## src/rtl/glb_psum_pkg.sv

```systemverilog
// rtl/glb_psum_pkg.sv - shared types for the psum global-buffer sequencer
// Contents:
//   op_e        command opcodes carried on cmd_op
//   state_e     sequencer states
//   op_to_state maps an accepted opcode to the state that executes it
package glb_psum_pkg;

  typedef enum logic [1:0] {
    OP_CLEAR = 2'd0,
    OP_ACCUM = 2'd1,
    OP_DRAIN = 2'd2,
    OP_NOP   = 2'd3
  } op_e;

  typedef enum logic [2:0] {
    S_IDLE  = 3'd0,
    S_CLEAR = 3'd1,
    S_ACCUM = 3'd2,
    S_DRAIN = 3'd3,
    S_DONE  = 3'd4
  } state_e;

  // OP_NOP has no work phase, so it goes straight to the completion state.
  function automatic state_e op_to_state(input op_e op);
    state_e s;
    case (op)
      OP_CLEAR: s = S_CLEAR;
      OP_ACCUM: s = S_ACCUM;
      OP_DRAIN: s = S_DRAIN;
      default:  s = S_DONE;
    endcase
    return s;
  endfunction

endpackage

```

## src/rtl/glb_psum_skid_fifo.sv

```systemverilog
// rtl/glb_psum_skid_fifo.sv - 2-entry skid buffer between GLB read data and the drain stream
// Ports:
//   clk, reset            clock, synchronous active-high reset (empties the buffer)
//   push, push_data       write one word (ignored when full)
//   pop                   retire the head word (ignored when empty)
//   head_data             oldest stored word
//   full, empty, count    occupancy status
module psum_skid_fifo
  import glb_psum_pkg::*;
#(
  parameter int DATA_BITWIDTH = 16
) (
  input  logic                     clk,
  input  logic                     reset,
  input  logic                     push,
  input  logic [DATA_BITWIDTH-1:0] push_data,
  input  logic                     pop,
  output logic [DATA_BITWIDTH-1:0] head_data,
  output logic                     full,
  output logic                     empty,
  output logic [1:0]               count
);

  logic [DATA_BITWIDTH-1:0] mem [2];
  logic                     wr_ptr;
  logic                     rd_ptr;
  logic                     do_push;
  logic                     do_pop;

  assign full      = (count == 2'd2);
  assign empty     = (count == 2'd0);
  assign do_push   = push && !full;
  assign do_pop    = pop && !empty;
  assign head_data = mem[rd_ptr];

  // Storage carries no reset; only the pointers and occupancy define validity.
  always_ff @(posedge clk) begin
    if (do_push) begin
      mem[wr_ptr] <= push_data;
    end
  end

  always_ff @(posedge clk) begin
    if (reset) begin
      wr_ptr <= 1'b0;
      rd_ptr <= 1'b0;
      count  <= 2'd0;
    end else begin
      if (do_push) begin
        wr_ptr <= ~wr_ptr;
      end
      if (do_pop) begin
        rd_ptr <= ~rd_ptr;
      end
      case ({do_push, do_pop})
        2'b10:   count <= count + 2'd1;
        2'b01:   count <= count - 2'd1;
        default: count <= count;
      endcase
    end
  end

endmodule

```

## src/rtl/glb_psum_ctrl.sv

```systemverilog
// rtl/glb_psum_ctrl.sv - CLEAR / ACCUM / DRAIN sequencer and sole master of a GLB psum bank
// Ports:
//   clk, reset                               clock, synchronous active-high reset
//   cmd_valid/cmd_ready/cmd_op/cmd_base/cmd_len  command handshake (accepted only in idle)
//   psum_in_valid/psum_in_ready/psum_in_data     ACCUM input stream
//   psum_out_valid/psum_out_ready/psum_out_data  DRAIN output stream
//   glb_read_req/glb_r_addr/glb_r_data       bank read port (data returns one cycle later)
//   glb_write_en/glb_w_addr/glb_w_data       bank write port
//   busy, done                               status; done pulses for one cycle per command
module glb_psum_ctrl
  import glb_psum_pkg::*;
#(
  parameter int DATA_BITWIDTH = 16,
  parameter int ADDR_BITWIDTH = 10
) (
  input  logic                     clk,
  input  logic                     reset,
  input  logic                     cmd_valid,
  output logic                     cmd_ready,
  input  logic [1:0]               cmd_op,
  input  logic [ADDR_BITWIDTH-1:0] cmd_base,
  input  logic [ADDR_BITWIDTH:0]   cmd_len,
  input  logic                     psum_in_valid,
  output logic                     psum_in_ready,
  input  logic [DATA_BITWIDTH-1:0] psum_in_data,
  output logic                     psum_out_valid,
  input  logic                     psum_out_ready,
  output logic [DATA_BITWIDTH-1:0] psum_out_data,
  output logic                     glb_read_req,
  output logic [ADDR_BITWIDTH-1:0] glb_r_addr,
  input  logic [DATA_BITWIDTH-1:0] glb_r_data,
  output logic                     glb_write_en,
  output logic [ADDR_BITWIDTH-1:0] glb_w_addr,
  output logic [DATA_BITWIDTH-1:0] glb_w_data,
  output logic                     busy,
  output logic                     done
);

  localparam logic [ADDR_BITWIDTH:0] LEN_ONE = {{ADDR_BITWIDTH{1'b0}}, 1'b1};

  state_e                   state;
  logic [ADDR_BITWIDTH-1:0] base_q;
  logic [ADDR_BITWIDTH:0]   len_q;
  // cnt_q: words written (CLEAR), accepted (ACCUM) or read-issued (DRAIN)
  logic [ADDR_BITWIDTH:0]   cnt_q;
  logic [ADDR_BITWIDTH:0]   out_cnt_q;

  // ACCUM stage 1: the word accepted last cycle, waiting for its bank read data
  logic                     s1_valid_q;
  logic [ADDR_BITWIDTH-1:0] s1_addr_q;
  logic [DATA_BITWIDTH-1:0] s1_data_q;

  // DRAIN: a read issued last cycle whose data is on glb_r_data now
  logic                     rd_pend_q;

  logic                     cmd_fire;
  logic                     in_fire;
  logic                     out_fire;
  logic [ADDR_BITWIDTH-1:0] cur_addr;
  logic                     drain_issue;
  logic [2:0]               drain_cost;

  logic                     f_pop;
  logic [DATA_BITWIDTH-1:0] f_head;
  logic                     f_full;
  logic                     f_empty;
  logic [1:0]               f_count;

  assign cmd_ready = (state == S_IDLE);
  assign busy      = (state != S_IDLE);
  assign done      = !reset && (state == S_DONE);
  assign cmd_fire  = cmd_valid && cmd_ready;

  // Window addressing wraps naturally through the ADDR_BITWIDTH-wide add.
  assign cur_addr = base_q + cnt_q[ADDR_BITWIDTH-1:0];

  assign psum_in_ready = !reset && (state == S_ACCUM) && (cnt_q < len_q);
  assign in_fire       = psum_in_valid && psum_in_ready;

  assign psum_out_valid = !reset && (state == S_DRAIN) && !f_empty;
  assign psum_out_data  = psum_out_valid ? f_head : '0;
  assign out_fire       = psum_out_valid && psum_out_ready;
  assign f_pop          = out_fire;

  // Words committed to the buffer: the one in flight plus those stored, less
  // the one leaving this cycle. Crediting the pop keeps a full-rate stream
  // while the buffer can never be asked to hold a third word.
  assign drain_cost  = {2'b00, rd_pend_q} + {1'b0, f_count} - {2'b00, f_pop};
  assign drain_issue = !reset && (state == S_DRAIN) && (cnt_q < len_q) &&
                       (drain_cost < 3'd2) && !(f_full && !f_pop);

  assign glb_read_req = in_fire || drain_issue;
  assign glb_r_addr   = glb_read_req ? cur_addr : '0;

  always_comb begin
    glb_write_en = 1'b0;
    glb_w_addr   = '0;
    glb_w_data   = '0;
    if (!reset) begin
      if (state == S_CLEAR) begin
        glb_write_en = 1'b1;
        glb_w_addr   = cur_addr;
      end else if ((state == S_ACCUM) && s1_valid_q) begin
        // Two's-complement wrap on overflow; no saturation.
        glb_write_en = 1'b1;
        glb_w_addr   = s1_addr_q;
        glb_w_data   = glb_r_data + s1_data_q;
      end
    end
  end

  psum_skid_fifo #(
    .DATA_BITWIDTH(DATA_BITWIDTH)
  ) u_skid (
    .clk       (clk),
    .reset     (reset),
    .push      (rd_pend_q),
    .push_data (glb_r_data),
    .pop       (f_pop),
    .head_data (f_head),
    .full      (f_full),
    .empty     (f_empty),
    .count     (f_count)
  );

  always_ff @(posedge clk) begin
    if (reset) begin
      state      <= S_IDLE;
      base_q     <= '0;
      len_q      <= '0;
      cnt_q      <= '0;
      out_cnt_q  <= '0;
      s1_valid_q <= 1'b0;
      s1_addr_q  <= '0;
      s1_data_q  <= '0;
      rd_pend_q  <= 1'b0;
    end else begin
      s1_valid_q <= 1'b0;
      rd_pend_q  <= 1'b0;
      case (state)
        S_IDLE: begin
          if (cmd_fire) begin
            base_q    <= cmd_base;
            len_q     <= cmd_len;
            cnt_q     <= '0;
            out_cnt_q <= '0;
            if ((cmd_len == '0) || (op_e'(cmd_op) == OP_NOP)) begin
              state <= S_DONE;
            end else begin
              state <= op_to_state(op_e'(cmd_op));
            end
          end
        end
        S_CLEAR: begin
          cnt_q <= cnt_q + LEN_ONE;
          if (cnt_q == len_q - LEN_ONE) begin
            state <= S_DONE;
          end
        end
        S_ACCUM: begin
          if (in_fire) begin
            cnt_q      <= cnt_q + LEN_ONE;
            s1_valid_q <= 1'b1;
            s1_addr_q  <= cur_addr;
            s1_data_q  <= psum_in_data;
          end
          // All words accepted and the final one is being written now.
          if (s1_valid_q && (cnt_q == len_q)) begin
            state <= S_DONE;
          end
        end
        S_DRAIN: begin
          if (drain_issue) begin
            cnt_q     <= cnt_q + LEN_ONE;
            rd_pend_q <= 1'b1;
          end
          if (out_fire) begin
            out_cnt_q <= out_cnt_q + LEN_ONE;
            if (out_cnt_q == len_q - LEN_ONE) begin
              state <= S_DONE;
            end
          end
        end
        S_DONE: begin
          state <= S_IDLE;
        end
        default: begin
          state <= S_IDLE;
        end
      endcase
    end
  end

endmodule

```

## config.mk

```make
export PLATFORM = sky130hd
export DESIGN_NAME = glb_psum_ctrl
export DESIGN_NICKNAME = d
export VERILOG_FILES = /design/src/rtl/glb_psum_pkg.sv /design/src/rtl/glb_psum_skid_fifo.sv /design/src/rtl/glb_psum_ctrl.sv
export SDC_FILE = /design/constraint.sdc
export NUM_CORES = 1
export LEC_CHECK = 0
export CAP_MARGIN = 10
export CORE_MARGIN = 8
export CORE_UTILIZATION = 32
export DETAILED_ROUTE_END_ITERATION = 6
export GPL_TIMING_DRIVEN = 0
export MAX_ROUTING_LAYER = met4
export PLACE_DENSITY = 0.53
export SLEW_MARGIN = 15
export SYNTH_ARGS = -nofsm -noshare
export SYNTH_HDL_FRONTEND = slang
export SYNTH_HIERARCHICAL = 1
export SYNTH_SLANG_ARGS = --single-unit
export TNS_END_PERCENT = 30
```

## constraint.sdc

```tcl
create_clock -name clk -period 4.4 [get_ports clk]
set_clock_uncertainty 0.2 [all_clocks]
set_input_delay 0.44 -clock clk [delete_from_list [all_inputs] [get_ports clk]]
set_output_delay 0.44 -clock clk [all_outputs]
set_load 0.005 [all_outputs]
```

# == Yosys cells after proc, flatten, opt, wreduce, memory -nomap -nowiden ==
# Memory sizes are Yosys's and may differ from the RTL's. A register that Yosys moved wholly into a read port is not among the register bits.
# Index checks and enable logic that the tools add are counted.
# totals
inputBits,60
reg_bits,78
ramBits,32
mem_count,1
out_inout_bits,59
elab_cells,118
# classes
n_eq_ne,20
n_bitwise,4
n_mux,32
addsub,9
reduce_logical,38
order_cmp,2
# memory_table
name,depth,width,read_ports,rd_ports_with_merged_regs,wr,line_no,source
u_skid.mem,2,16,1,1,1,glb_psum_skid_fifo.sv:24,logic [DATA_BITWIDTH-1:0] mem [2];
# op_table
cell,count
$mux 16,4
$mux 11,4
$pmux 11 s4,1
$mux 10,4
$eq 11x11->1,3
$add 11x1->11 const B,2
$pmux 11 s2,1
$mux 3,6
$add 16x16->16,1
$logic_and 1x1->1,16
$pmux 3 s4,1
$logic_not 11->1,1
$lt 11x11->1,1
$sub 11x1->11 const B,1
$add 10x10->10,1
$mux 1,9
$pmux 3 s3,1
$eq 2x2->1 const B,4
$ne 2x1->1 const B,4
$eq 3x2->1 const B,2
$ne 2x2->1 const B,3
$logic_not 1->1,5
$reduce_and 5->1,1
$eq 2x1->1 const B,2
19 further kinds,27

# == Longest topological paths before layout ==
# logic_depth
word_depth,10
ltp_mapped,14

# == By module ==
# Netlist, hierarchy kept.
# modules_own_cells
mod,area_each_um2,seq_area_each_um2,n_inst,cells_per_inst
glb_psum_ctrl,5393.9,1481.4,1,716
psum_skid_fifo,1375.1,1061.0,1,76

# == Least setup slack after synthesis ==
# OpenSTA, ideal clock, no wires.
# synth_path
kind,input -> register
startpoint,in reset
endpoint,reg cnt_q[10]
n_path_buf,1
cell_stages,14
arrival_time_ns,3.573
setup_time_ns,0.070
slack_ns,0.556
path_cell_list,buf_6 > and4bb_2 > nand3_4 > inv_1 > ha_1 > nand2b_1 > fa_1 > xor2_1 > a2111oi_4 > o2111ai_4 > clkinv_2 > o2111ai_4 > or4_1 > a21oi_1
# synth_between
elab_chain_len,10
# synth_rtl
element,line_no,source
start: declaration,glb_psum_ctrl.sv:17,"input logic reset,"
$logic_not 1->1 (*),-,
$logic_and 1x1->1 (*) (2 in a row),glb_psum_ctrl.sv:80,assign psum_out_valid = !reset && (state == S_DRAIN) && !f_empty;
$logic_and 1x1->1 (*),glb_psum_ctrl.sv:82,assign out_fire = psum_out_valid && psum_out_ready;
net f_pop,glb_psum_ctrl.sv:63,logic f_pop;
$sub 3x1->3 / $logic_not 1->1 (equally long branches),"glb_psum_ctrl.sv:88, glb_psum_ctrl.sv:90",
$lt 3x2->1 / $logic_and 1x1->1 (equally long branches),glb_psum_ctrl.sv:90,(drain_cost < 3'd2) && !(f_full && !f_pop);
$logic_and 1x1->1 / $logic_not 1->1 (equally long branches),"glb_psum_ctrl.sv:89, glb_psum_ctrl.sv:90",
$logic_and 1x1->1 (*),glb_psum_ctrl.sv:90,
$ne 2x2->1 (no source line) (*),-,
$reduce_and 4->1 (no source line) (*),-,
end signal: assignment,glb_psum_ctrl.sv:155,cnt_q <= cnt_q + LEN_ONE;
end signal: assignment,glb_psum_ctrl.sv:162,cnt_q <= cnt_q + LEN_ONE;
end signal: assignment,glb_psum_ctrl.sv:174,cnt_q <= cnt_q + LEN_ONE;
end: declaration,glb_psum_ctrl.sv:45,logic [ADDR_BITWIDTH:0] cnt_q;
# The timed path passes the listed nets; every way through them passes the cells marked *.
# A chain may end at the register's enable or synchronous reset.

# == Worst setup path in the final report ==
# layout_path
startpoint,reg state[2]
endpoint,out glb_r_addr[0]
# layout_between
elab_chain_len,10
# layout_rtl
element,line_no,source
start: declaration,glb_psum_ctrl.sv:41,state_e state;
start signal: assignment,glb_psum_ctrl.sv:150,state <= op_to_state(op_e'(cmd_op));
$eq 3x2->1 (*),glb_psum_ctrl.sv:80,
$logic_and 1x1->1 (*) (2 in a row),glb_psum_ctrl.sv:80,
$logic_and 1x1->1 (*),glb_psum_ctrl.sv:82,
net f_pop,glb_psum_ctrl.sv:63,
$sub 3x1->3 / $logic_not 1->1 (equally long branches),"glb_psum_ctrl.sv:88, glb_psum_ctrl.sv:90",
$lt 3x2->1 / $logic_and 1x1->1 (equally long branches),glb_psum_ctrl.sv:90,
$logic_and 1x1->1 / $logic_not 1->1 (equally long branches),"glb_psum_ctrl.sv:89, glb_psum_ctrl.sv:90",
$logic_and 1x1->1 (*),glb_psum_ctrl.sv:90,
$logic_or 1x1->1 (*),glb_psum_ctrl.sv:92,assign glb_read_req = in_fire || drain_issue;
$mux 10 (*),glb_psum_ctrl.sv:93,assign glb_r_addr = glb_read_req ? cur_addr : '0;
end: declaration,glb_psum_ctrl.sv:30,"output logic [ADDR_BITWIDTH-1:0] glb_r_addr,"
# Marks and branches as above.

==> summary.md <==
| Metric | Value |
|---|---|
| WL final | 20200 um |
| Die H | 161 um |
| Worst-Skew Late Latency | 0.36 ns |
| Ant. Diodes | 0 |
| Worst hold path type | in -> reg |
| Synth warnings | 6 |
| Final Cycle Share | 0.963 |
| Placed cells | 1185 |
| Status | finished, final reports clean |
| Worst Hold Margin | 0.137 ns |
| Startpoint Class | flop |
| Final setup fails | 0 |
| CP bufs+invs | 3 |
| Crit-path cells | and4bb_4, nand3_4, clkinvlp_4, ha_1, nand2b_1, fa_2, xor2_1, a2111oi_4, o2111ai_4, clkinv_2, and2_1, clkdlybuf4s50_1 |
| RSZ-0062 raised after global routing | yes |
| Core area | roughly 21000 um^2 |
| Slew @ Worst Pin | 0.994 ns |
| Post-detail-place hpwl | 15700 um |
| Syn_nets | 898 |
| Met1 global-route usage | 0.208 |
| Initial antenna violation count | 0 |
| DRT antenna net count | 0 |
| CTS Buf Count | 9 |
| Synthesized area per cell | roughly 8.5 um^2 |
| Nets | about 1000 |
| Sink Count | 111 |
| Final instance area | about 8700 um^2 |
| Kind of critical path | reg -> out |
| Max H-tree Level | 3 |
| Overall power | 0.00259 W |
| Post-synth top flop | dfxtp_1 |
| First-pass GRT wire length | 32100 um |
| Minimum clock period | 4.24 ns |
| Category of the worst setup path capture point | output port |
| Synth area leaders | dfxtp_1 (23%), edfxtp_1 (14%), ha_1 (7.9%), nand2_1 (7.4%), a21oi_1 (6.7%) |
| Post-Syn Area | just under 7000 um^2 |
| IO Port Bufs | 118 |
| Most common cell after layout, fill and taps aside | nand2_1 |
| Top-area cell type share of the netlist area | 0.234 |
| Commonest cells after routing, fill and taps aside | nand2_1 (133), clkdlybuf4s50_1 (113), a21oi_1 (90) |
| Wirelength per Cell | 16.7 um |
| Sequential area share after synthesis | 0.376 |
| CTS tree | yes |
| Synth cell types | 65 |
| Via count of the routed design | 6025 |
| Vias in the first global route | 5824 |
| Met3 GRT Util | 0.0204 |
| Gp weighted congestion | 0.842 |
| GRT overflow | 0 |
| P per Cell Area | 297 nW/um^2 |
| Post-route DRC | 0 |
| DR vias/cell | 4.98 |
| CP max stage delay | 0.50 ns |
| Rows | 53 |
| Max-cap viol count | 0 |
| Syn Inst Count | 792 |
| Max FO, Critical Path | 7 |
| Top delay family on crit path | buffers and inverters |
| Busiest grt layer | met2 |
| Starting Density | 0.324 |
| Die area | 26100 um^2 |
| Max IR drop VDD | 197 uV |
| Setup TNS | 0 ns |
| Post-synth EDFFs | 32 |
| Chip width | 161 um |
| Peak Freq | 236 MHz |
| Max-slew headroom | 0.336 |
| Clock-pin slew on the worst setup and hold paths | approximately 0.08 ns |
| Ys async rst share | 0 |
| 1st-iter DRT viols | 260 |
| Finished Layout Cells | about 1200 |
| CP max stage cell | clkdlybuf4s50_1 |
| Largest net degree at the start of global routing | 22 |
| Layout cells sized above 1 | 0.0706 |
| Post-synth top area cell | dfxtp_1 |
| Root buffer cell | clkbuf_16 |
| GR Layer Usage met2 | 0.250 |
| Clk buf depth | 2 |
| Lkg Pwr | between 3 and 4 nW |
| IO Count | approximately 120 |
| Layout area overhead | 28.7% |
| TritonRoute pass-1 iters | 5 |
| All-Layer GR Usage | 0.158 |
| Critical Path RT | 3.76 ns |
| Dpl cell area | 8300 um^2 |
| Data arrival, critical path | 3.60 ns |
| Endpoints failing hold | 0 |
| Seq cells post-synth | 111 |
| Max Slew Vio Count | 0 |
cell families after synthesis:
kind of cell,after synthesis,synth area share
DFF,111,0.376
adders and majority gates,46,0.0884
xor gates and xnor gates,55,0.0712
AOI/OAI and AO/OA,188,0.179
muxes,19,0.0311
buffers and inverters,71,0.0423
and+or+nand+nor,302,0.213
worst paths after layout:
path | slack, ns | endpoint | depth (start not counted) | from
worst max-delay path | 0.16 | glb_r_addr[0] | 12 | state[2]$_SDFFE_PP0P_
worst min-delay path | 0.14 | u_skid/count[1]$_SDFFE_PP0P_ | 2 | reset
worst max register to register | 0.52 | cnt_q[10]$_SDFFE_PP0P_ | 15 | state[2]$_SDFFE_PP0P_
worst min register to register | 0.26 | s1_addr_q[6]$_SDFFE_PP0P_ | 2 | s1_addr_q[6]$_SDFFE_PP0P_
worst register-to-register path, stage by stage, from the launching register on:
cell and delay, ns:
dfxtp_2 0.40, and4bb_4 0.28, nand3_4 0.11, clkinvlp_4 0.09, ha_1 0.28, nand2b_1 0.15, fa_2 0.34, xor2_1 0.19
a2111oi_4 0.37, o2111ai_4 0.24, clkinv_2 0.17, buf_4 0.12, buf_4 0.11, o2111ai_4 0.13, or4_1 0.50, a21oi_1 0.16
stage by stage:
stage | setup slack [ns] | util
finish | 0.161 | 0.417
global route | -0.0349 | 0.417
CTS | 0.0162 | 0.415
detailed placement | -0.809 | 0.397
global placement | -0.798 | 0.397
floorplan | 0.556 | -
synth_stat cells, drive strengths merged, types with 23 or more instances:
master and number:
ha 43, edfxtp 32, nor2 52, a21oi 90
nand2 133, xor2 23, and3 26, o21ai 26
xnor2 32, clkbuf 30, inv 32, dfxtp 79
where the power goes:
| group | total [W] | switching (W) | internal (W) |
|---|---|---|---|
| Combinational | 0.000627 | 0.000370 | 0.000258 |
| Sequential | 0.00112 | 0.0000332 | 0.00109 |
| Clock | 0.000841 | 0.000439 | 0.000403 |
| Total | 0.00259 | 0.000842 | 0.00175 |
metal layers:
layer  share of wire  wire length, um
met4           0.013              268
met1            0.49             9880
met5               0                0
met2            0.46             9310
met3           0.036              718
sequential cells by signal, indices dropped and copies added (netlist names), named ones only:
name           count
base_q            10
cnt_q             11
len_q             11
out_cnt_q         11
rd_pend_q          1
s1_addr_q         10
s1_data_q         16
s1_valid_q         1
state              3
u_skid/count       2
u_skid/mem        32
u_skid/rd_ptr      1
u_skid/wr_ptr      1
cell type report:
| type | instances | area, um^2 |
|---|---|---|
| Clock buffer | 9 | 225 |
| Multi-Input combinational cell | 610 | 3980 |
| Buffer | 37 | 161 |
| Clock inverter | 7 | 75.1 |
| Timing Repair inverter | 1 | 5.00 |
| Fill cell | 2154 | 12200 |
| Timing Repair Buffer | 126 | 1240 |
| Inverter | 34 | 139 |
| Sequential cell | 111 | 2540 |
| Tap cell | 275 | 344 |
what timing repair did:
| item | in CTS | in global routing |
|---|---|---|
| hold buffers | 0 | 0 |
| gates cloned | 1 | 0 |
| setup buffers | 8 | 0 |
| endpoints found under the setup margin | 19 | 13 |
| resized for setup | 14 | 8 |
| pin swaps | 3 | 2 |
(Power assumes the default switching activity.)
